**src/rtl/irq_arbiter.sv**
```systemverilog
// irq_arbiter: platform-level external interrupt arbiter.
// Level-sensitive sources pass through a per-source gateway (pending / in_service),
// are filtered by enable and a global threshold, and the highest-priority
// candidate (lowest ID on ties) drives the machine external interrupt.
// Software retires sources through the claim/complete register at 0x48.
module irq_arbiter #(
  parameter int NUM_SRC = 8,
  parameter int PRIO_W  = 3
) (
  input  logic               clock,
  input  logic               reset,
  input  logic [NUM_SRC-1:0] src_irq,
  input  logic [7:0]         bus_addr,
  input  logic               bus_wen,
  input  logic               bus_ren,
  input  logic [31:0]        bus_wdata,
  output logic [31:0]        bus_rdata,
  output logic               external_interrupt
);

  localparam int ID_W = $clog2(NUM_SRC + 1);

  // Word addresses (byte address >> 2)
  localparam logic [5:0] WORD_ENABLE = 6'h10;
  localparam logic [5:0] WORD_THRESH = 6'h11;
  localparam logic [5:0] WORD_CLAIM  = 6'h12;
  localparam logic [5:0] WORD_PEND   = 6'h13;

  logic [PRIO_W-1:0]  prio_r [NUM_SRC];
  logic [NUM_SRC-1:0] enable_r;
  logic [PRIO_W-1:0]  threshold_r;
  logic [NUM_SRC-1:0] pending_r;
  logic [NUM_SRC-1:0] in_service_r;
  logic [ID_W-1:0]    best_id_r;
  logic [31:0]        rdata_r;
  logic               ext_irq_r;

  logic [5:0]         word_s;
  logic               unused_addr_s;
  logic [NUM_SRC-1:0] best_onehot_s;
  logic [NUM_SRC-1:0] claim_mask_s;
  logic [NUM_SRC-1:0] complete_mask_s;
  logic               claim_ok_s;
  logic [ID_W-1:0]    cand_id_s;
  logic [PRIO_W-1:0]  cand_prio_s;
  logic [31:0]        rdata_s;

  assign word_s             = bus_addr[7:2];
  assign unused_addr_s      = ^bus_addr[1:0];
  assign bus_rdata          = rdata_r;
  assign external_interrupt = ext_irq_r;

  // Claim / complete decode: a claim needs a read without a simultaneous write
  // and a best_id whose pending bit is still set.
  always_comb begin
    best_onehot_s   = '0;
    complete_mask_s = '0;
    claim_mask_s    = '0;
    for (int i = 0; i < NUM_SRC; i++) begin
      best_onehot_s[i] = (best_id_r == ID_W'(i + 1));
      if (bus_wen && (word_s == WORD_CLAIM)) begin
        complete_mask_s[i] = (bus_wdata == 32'(i + 1)) && in_service_r[i];
      end else begin
        complete_mask_s[i] = 1'b0;
      end
    end
    claim_ok_s = bus_ren && !bus_wen && (word_s == WORD_CLAIM) &&
                 (best_id_r != '0) && (|(best_onehot_s & pending_r));
    if (claim_ok_s) begin
      claim_mask_s = best_onehot_s;
    end else begin
      claim_mask_s = '0;
    end
  end

  // Arbiter: strict '>' while scanning upward keeps the lowest ID on ties.
  always_comb begin
    cand_id_s   = '0;
    cand_prio_s = '0;
    for (int i = 0; i < NUM_SRC; i++) begin
      if (pending_r[i] && enable_r[i] && (prio_r[i] > threshold_r) &&
          (prio_r[i] > cand_prio_s)) begin
        cand_id_s   = ID_W'(i + 1);
        cand_prio_s = prio_r[i];
      end else begin
        cand_prio_s = cand_prio_s;
      end
    end
  end

  // Read data mux for the register map; unmapped words read as zero.
  always_comb begin
    rdata_s = 32'd0;
    case (word_s)
      WORD_ENABLE: rdata_s = 32'(enable_r);
      WORD_THRESH: rdata_s = 32'(threshold_r);
      WORD_CLAIM: begin
        if (claim_ok_s) begin
          rdata_s = 32'(best_id_r);
        end else begin
          rdata_s = 32'd0;
        end
      end
      WORD_PEND:   rdata_s = 32'(pending_r);
      default: begin
        for (int i = 0; i < NUM_SRC; i++) begin
          if (word_s == 6'(i)) begin
            rdata_s = 32'(prio_r[i]);
          end else begin
            rdata_s = rdata_s;
          end
        end
      end
    endcase
  end

  // Configuration registers: priority, enable, threshold.
  always_ff @(posedge clock) begin
    if (reset) begin
      for (int i = 0; i < NUM_SRC; i++) prio_r[i] <= '0;
      enable_r    <= '0;
      threshold_r <= '0;
    end else if (bus_wen) begin
      for (int i = 0; i < NUM_SRC; i++) begin
        if (word_s == 6'(i)) prio_r[i] <= bus_wdata[PRIO_W-1:0];
      end
      if (word_s == WORD_ENABLE) enable_r    <= bus_wdata[NUM_SRC-1:0];
      if (word_s == WORD_THRESH) threshold_r <= bus_wdata[PRIO_W-1:0];
    end
  end

  // Gateway: level sources set pending unless in service; a claim wins over a set.
  always_ff @(posedge clock) begin
    if (reset) begin
      pending_r    <= '0;
      in_service_r <= '0;
    end else begin
      pending_r    <= (pending_r | (src_irq & ~in_service_r)) & ~claim_mask_s;
      in_service_r <= (in_service_r | claim_mask_s) & ~complete_mask_s;
    end
  end

  // Registered arbiter result and interrupt request, updated together.
  always_ff @(posedge clock) begin
    if (reset) begin
      best_id_r <= '0;
      ext_irq_r <= 1'b0;
    end else begin
      best_id_r <= cand_id_s;
      ext_irq_r <= (cand_id_s != '0);
    end
  end

  // Read data: loads on a read, clears on any write, otherwise holds.
  always_ff @(posedge clock) begin
    if (reset) begin
      rdata_r <= 32'd0;
    end else if (bus_wen) begin
      rdata_r <= 32'd0;
    end else if (bus_ren) begin
      rdata_r <= rdata_s;
    end else begin
      rdata_r <= rdata_r;
    end
  end

endmodule

```
**config.mk**
```make
export PLATFORM = sky130hd
export DESIGN_NAME = irq_arbiter
export DESIGN_NICKNAME = d
export VERILOG_FILES = /design/src/rtl/irq_arbiter.sv
export SDC_FILE = /design/constraint.sdc
export NUM_CORES = 1
export LEC_CHECK = 0
export BUFFER_PORTS_ARGS = -buffer_cell sky130_fd_sc_hd__buf_2
export CAP_MARGIN = 40
export CORE_MARGIN = 3
export CORE_UTILIZATION = 57
export CTS_CLUSTER_SIZE = 25
export DETAILED_ROUTE_END_ITERATION = 8
export PLACE_DENSITY = 0.84
export SETUP_SLACK_MARGIN = 0.2
export SYNTH_ARGS = -nofsm -noshare
export SYNTH_HDL_FRONTEND = slang
export SYNTH_SLANG_ARGS = --single-unit
```
**constraint.sdc**
```tcl
create_clock -name clock -period 11.9 [get_ports clock]
set_input_delay 0.595 -clock clock [delete_from_list [all_inputs] [get_ports clock]]
set_output_delay 0.595 -clock clock [all_outputs]
set_load 0.02 [all_outputs]
```
### Word-level counts from Yosys, hierarchy flattened

Memory sizes are Yosys's and may differ from the RTL's.
Cells that the tools add are included.

| storage, ports and cells | value |
|---|---|
| register bits | 64 |
| bits of input ports | 52 |
| output and inout port bits | 33 |
| memories kept | 1 |
| word-level logic and storage cells | 189 |
| memory bits (writable) | 24 |

Memory list:

| name | words | bits a word | read ports | clocked after memory_dff | wr ports | line | source |
|---|---|---|---|---|---|---|---|
| prio_r | 8 | 3 | 8 | 0 | 8 | 29 | `logic [PRIO_W-1:0] prio_r [NUM_SRC];` |

| operators by class | value |
|---|---|
| multiplexer cells | 76 |
| reduce and logical (&&, ||, !) cells | 45 |
| bitwise gates (word level) | 17 |
| eq/ne operators | 27 |
| $lt $le $gt $ge | 16 |

Operators with widths:

| operator | number |
|---|---|
| $mux 32 | 7 |
| $eq 32x3->1 const B | 4 |
| $pmux 32 s4 | 1 |
| $eq 32x2->1 const B | 2 |
| $mux 3 | 16 |
| $gt 3x3->1 | 15 |
| $mux 1 | 43 |
| $logic_and 1x1->1 | 37 |
| $and 8x8->8 | 4 |
| $eq 32x1->1 const B | 1 |
| $eq 32x4->1 const B | 1 |
| $mux 4 | 8 |
| $eq 6x3->1 const B | 4 |
| $eq 6x5->1 const B | 4 |
| $not 8->8 | 3 |
| $eq 4x3->1 const B | 4 |
| $or 8x8->8 | 2 |
| $eq 6x2->1 const B | 2 |
| $eq 4x2->1 const B | 2 |
| $mux 8 | 1 |
| $or 1x1->1 | 8 |
| $reduce_bool 4->1 | 2 |
| $reduce_or 8->1 | 1 |
| $eq 6x1->1 const B | 1 |
| other kinds (7) | 8 |

### Logic depth before layout (Yosys ltp)

An unclocked memory read counts as a cell.

| logic depth | value |
|---|---|
| word-level depth | 27 |
| depth in mapped cells | 49 |
| mapped depth without buffers | 48 |

### Worst setup path before layout

OpenSTA, ideal clock, no wires.

| path | value |
|---|---|
| kind | register to register |
| start | register threshold_r[2] |
| end | register best_id_r[1] |
| slack | 2.214 ns |
| clock period less this slack | 9.686 ns |
| arrival time | 9.540 ns |
| data required time | 11.754 ns |
| cell stages (with the launch flop) | 45 |
| path buffers | 1 |
| setup time | 0.146 ns |
| path through | dfxtp_1 > inv_1 > ha_1 > and3_1 > a211oi_4 > nand2_1 > ha_1 > a21oi_1 > a22o_1 > nor2_1 > mux2_2 > ha_1 > nand3_1 > nand4_1 > nand2b_1 > buf_2 > mux2_4 > ha_1 > (+9 left out) > or2_2 > mux2_4 > ha_1 > nor2_1 > a41o_1 > nor3_2 > mux2_1 > ha_1 > a31oi_1 > o221ai_1 > and2_1 > a211o_1 > ha_1 > nand3_1 > nand4_1 > nor3_1 > or2_2 > a31oi_1 |

| between the ends | value |
|---|---|
| word-level cells in the longest chain between the ends | 25 |
| elaborated cells between the ends (all ways) | 45 |
| classes of those cells | 15 x order compare; 14 x mux; 16 x reduce/logical |

RTL lines:

| what | line | source |
|---|---|---|
| start: declaration | 31 | `logic [PRIO_W-1:0] threshold_r;` |
| start signal: assignment | 128 | `if (word_s == WORD_THRESH) threshold_r <= bus_wdata[PRIO_W-1:0];` |
| $gt 3x3->1 | 81 | `if (pending_r[i] && enable_r[i] && (prio_r[i] > threshold_r) &&` |
| $logic_and 1x1->1 (2 in a row) | 81 |  |
| $mux 3 | 81 |  |
| $gt 3x3->1 | 82 | `(prio_r[i] > cand_prio_s)) begin` |
| $logic_and 1x1->1 | 81 |  |
| $mux 3 | 81 |  |
| $gt 3x3->1 | 82 |  |
| $logic_and 1x1->1 | 81 |  |
| (+8 left out) | -- |  |
| $logic_and 1x1->1 | 81 |  |
| $mux 3 | 81 |  |
| $gt 3x3->1 | 82 |  |
| $logic_and 1x1->1 | 81 |  |
| $mux 3 | 81 |  |
| $gt 3x3->1 | 82 |  |
| $logic_and 1x1->1 | 81 |  |
| $mux 4 * | 81 |  |
| end signal: assignment | 149 | `best_id_r <= cand_id_s;` |
| end: declaration | 34 | `logic [ID_W-1:0] best_id_r;` |

Mark *: on every way between the ends. The rest lies on a longest branch, timed or not.
A chain may end at the register's enable or synchronous reset.

### Final worst setup path

| path | value |
|---|---|
| start | register threshold_r[2] |
| end | register best_id_r[0] |

Same word-level chain as after synthesis.

==> impl_results.md <==
- Clk root buf: clkbuf_8
- Min-Delay Path Depth: 1
- Worst hold path class: reg -> reg
- Post-route cell area: 5100 sq um
- Minimum clock period: 10960 ps
- Die span in y: 95.6 um
- Site Rows: 32
- Cts bufs inserted: 9
- Post-synth ARST share: 0
- Routed WL per cell: 17.8 um
- Max frequency: ~0.091 GHz
- Worst reg2reg path endpoint: best_id_r[0]$_SDFF_PP0_
- Top cell by count, worst path: ha_1
- Die ar.: 9150 sq um
- Required @ worst endpoint: 12090 ps
- Critical Path AT: 11150 ps
- Vias: 4164
- Initial antenna violation count: 0
- Port bufs: 58
- Worst-skew pair later-pin latency: 350 ps
- Setup ws final: 936 ps
- Fin nets: 652
- DRC viols: 0
- Setup CP Type: reg -> reg
- Tcrit/Tclk final: 0.921
- Endpoints failing hold: 0
- RSZ-0062 raised after global routing: no
- Setup crit start kind: flip-flop
- Remaining antenna violation count: 0
- Pleak: between 2 and 2.5 nW
- Fillers: 637
- Max Buffers Root-to-Sink: 2
- Status: complete, no violations
- Dpl cells: 650
- Worst Tran Pin Value: 892 ps
- Drt via density: around 6.3
- Max_cap viols: 0
- Clk_skew: 12.8 ps
- Area grow syn2layout: 11.3%
- Drt first pass iters: 5
- Worst-case reg-to-reg path depth: 44
- Core footprint: 7770 sq um
- DRT iter0 DRCs: 481
- EDFF count, synth: 24
- Antenna diode count: 0
- Fin. max-slew vios: 0
- CTS tree: yes
- Initial Util: 0.590
- First-pass GRT wire length: 18.5 mm
- Critical path fanouts, max: 10
- Synth warn: 0
- Commonest non-fill, non-tap cell in the layout: buf_2
- Synthesized netlist cell count: 503
- CP peak stage delay: 400 ps
- Launch point of the worst reg-to-reg path: threshold_r[2]$_SDFFE_PP0P_
- Largest net degree at the start of global routing: 43
- Placed Instance Area: about 4900 sq um
- Fin cells: 666
- Final WL: 11.9 mm
- Netlist cell types: 72
- Gp weighted congestion: 0.989
- Setup crit end: best_id_r[0]$_SDFF_PP0_
- Pwr dens: roughly 100 nW/um^2
- Die Width: 95.6 um
- DP Worst Slack: 935 ps
- CP max-delay cell: mux2_2
- Crit path launch: threshold_r[2]$_SDFFE_PP0P_
- Share of the yosys chip area belonging to registers: 0.332
- Commonest cells after routing, fill and taps aside: buf_2 (58), nor2_1 (49), ha_1 (41), dfxtp_1 (40), a21oi_1 (33)
- Hold_buf cts: 0
- Post-CTS Setup Inserts: 0
- Tot GR Track Use: 0.265
- Worst-path clk slew: 80 ps
- Total power: 0.519 mW
- Post-Synthesis Cell Area: 4580 sq um
- Htree depth: 3
- Vias in the first global route: a little under 4k
- Syn Area/Cell: 9.11 sq um
- Slew Limit Headroom: 0.403
- Top FF cell, synth: dfxtp_1
- Worst VDD drop: 0.0664 mV
- Hpwl dp: 8.96 mm
- Final Setup Violations: 0
- Post-route setup TNS: 0 ps
- GRT overflow: 0
- CTS Sinks: 64
- I/O pins: 85
- Crit end category: flip-flop
- Share of cells above drive strength 1: 0.191
- CTS-repair resized insts: 0
- Yosys reg bits: 64
- R2R Setup Slk: 940 ps
==> synthesized netlist by cell type, types with 3 or more instances <==
cell type	n	share of area
nor2_1	50	0.041
ha_1	41	0.11
dfxtp_1	40	0.17
a21oi_1	33	0.036
inv_1	31	0.025
buf_4	24	0.039
edfxtp_1	24	0.16
nand2_1	22	0.018
nand3_1	20	0.022
nor2b_1	15	0.020
mux2i_1	14	0.031
clkbuf_1	13	0.011
nand2b_1	12	0.016
nor4_1	11	0.015
nor3_1	10	0.011
a311oi_1	9	0.017
and2_1	9	0.012
and3_1	8	0.011
o21ai_0	8	0.0087
nand3b_1	7	0.011
a211oi_1	6	0.0098
a22o_1	6	0.011
a31oi_1	5	0.0068
mux4_2	5	0.025
nand4_1	5	0.0068
o21a_1	5	0.0082
a21o_1	4	0.0066
a22oi_1	3	0.0049
a41oi_1	3	0.0057
buf_2	3	0.0033
mux2_2	3	0.0074
or2_2	3	0.0041
==> per-layer routing <==
metal / vias to the layer above / part of all wire / track usage
li1: 1953 / - / -
met1: 1903 / 0.40 / 0.343
met2: 266 / 0.46 / 0.421
met3: 42 / 0.10 / 0.0608
met4: 0 / 0.039 / 0.116
met5: - / 0 / 0
==> worst min-delay path by stage <==
stage	start	end	slack, ps
final	in_service_r[0]$_SDFF_PP0_	in_service_r[0]$_SDFF_PP0_	480
after global routing	bus_rdata[3]$_SDFFE_PP0P_	bus_rdata[3]$_SDFFE_PP0P_	500
after CTS	bus_rdata[3]$_SDFFE_PP0P_	bus_rdata[3]$_SDFFE_PP0P_	480
after detailed placement	bus_rdata[3]$_SDFFE_PP0P_	bus_rdata[3]$_SDFFE_PP0P_	470
after global placement	bus_rdata[3]$_SDFFE_PP0P_	bus_rdata[3]$_SDFFE_PP0P_	460
after floorplan	in_service_r[1]$_SDFF_PP0_	in_service_r[1]$_SDFF_PP0_	450
==> per-stage QoR <==
step,util,hold WS (ps)
2_1_floorplan,-,448
3_3_place_gp,0.628,461
3_5_place_dp,0.628,467
4_1_cts,0.656,480
5_1_grt,0.656,501
6_report,0.656,480
==> critical path, delay by kind of cell (launching register included) <==
kind / cells / cell delay [ps]
AOI/OAI and AO/OA: 12 / 2540
adders and majority gates: 8 / 2350
buffers and inverters: 2 / 220
DFF: 1 / 330
muxes: 5 / 1860
and+or+nand+nor: 17 / 3500
==> registers in the layout (all words and copies together), names as in the netlist <==
name,cells
external_interrupt,1
bus_rdata,8
prio_r,24
in_service_r,8
pending_r,8
best_id_r,4
threshold_r,3
enable_r,8
==> power by group <==
group | internal (mW) | switching (mW)
logic | 0.0265 | 0.0401
registers | 0.235 | 0.0108
clock network | 0.112 | 0.0953
total | 0.373 | 0.146
==> area by class of cell <==
cell class	count	area (sq um)	area share
multi-input cells	390	2780	0.546
flip-flops and latches	64	1520	0.299
repair buffers	63	328	0.0643
clock buffers	10	149	0.0292
well taps	102	128	0.0250
inverters	31	116	0.0228
clock inverters	6	70.1	0.0137
==> cell families after synthesis <==
family / after synthesis / share of synthesized area
AND/OR/NAND/NOR: 183 / 0.212
AO/OA/AOI/OAI: 117 / 0.192
buffers and inverters: 72 / 0.0795
other: 1 / 0.000819
adder cells (fa/ha/maj): 41 / 0.112
flip-flops: 64 / 0.332
multiplexers: 25 / 0.0716
Note: power is estimated with default switching activity, not from simulation.
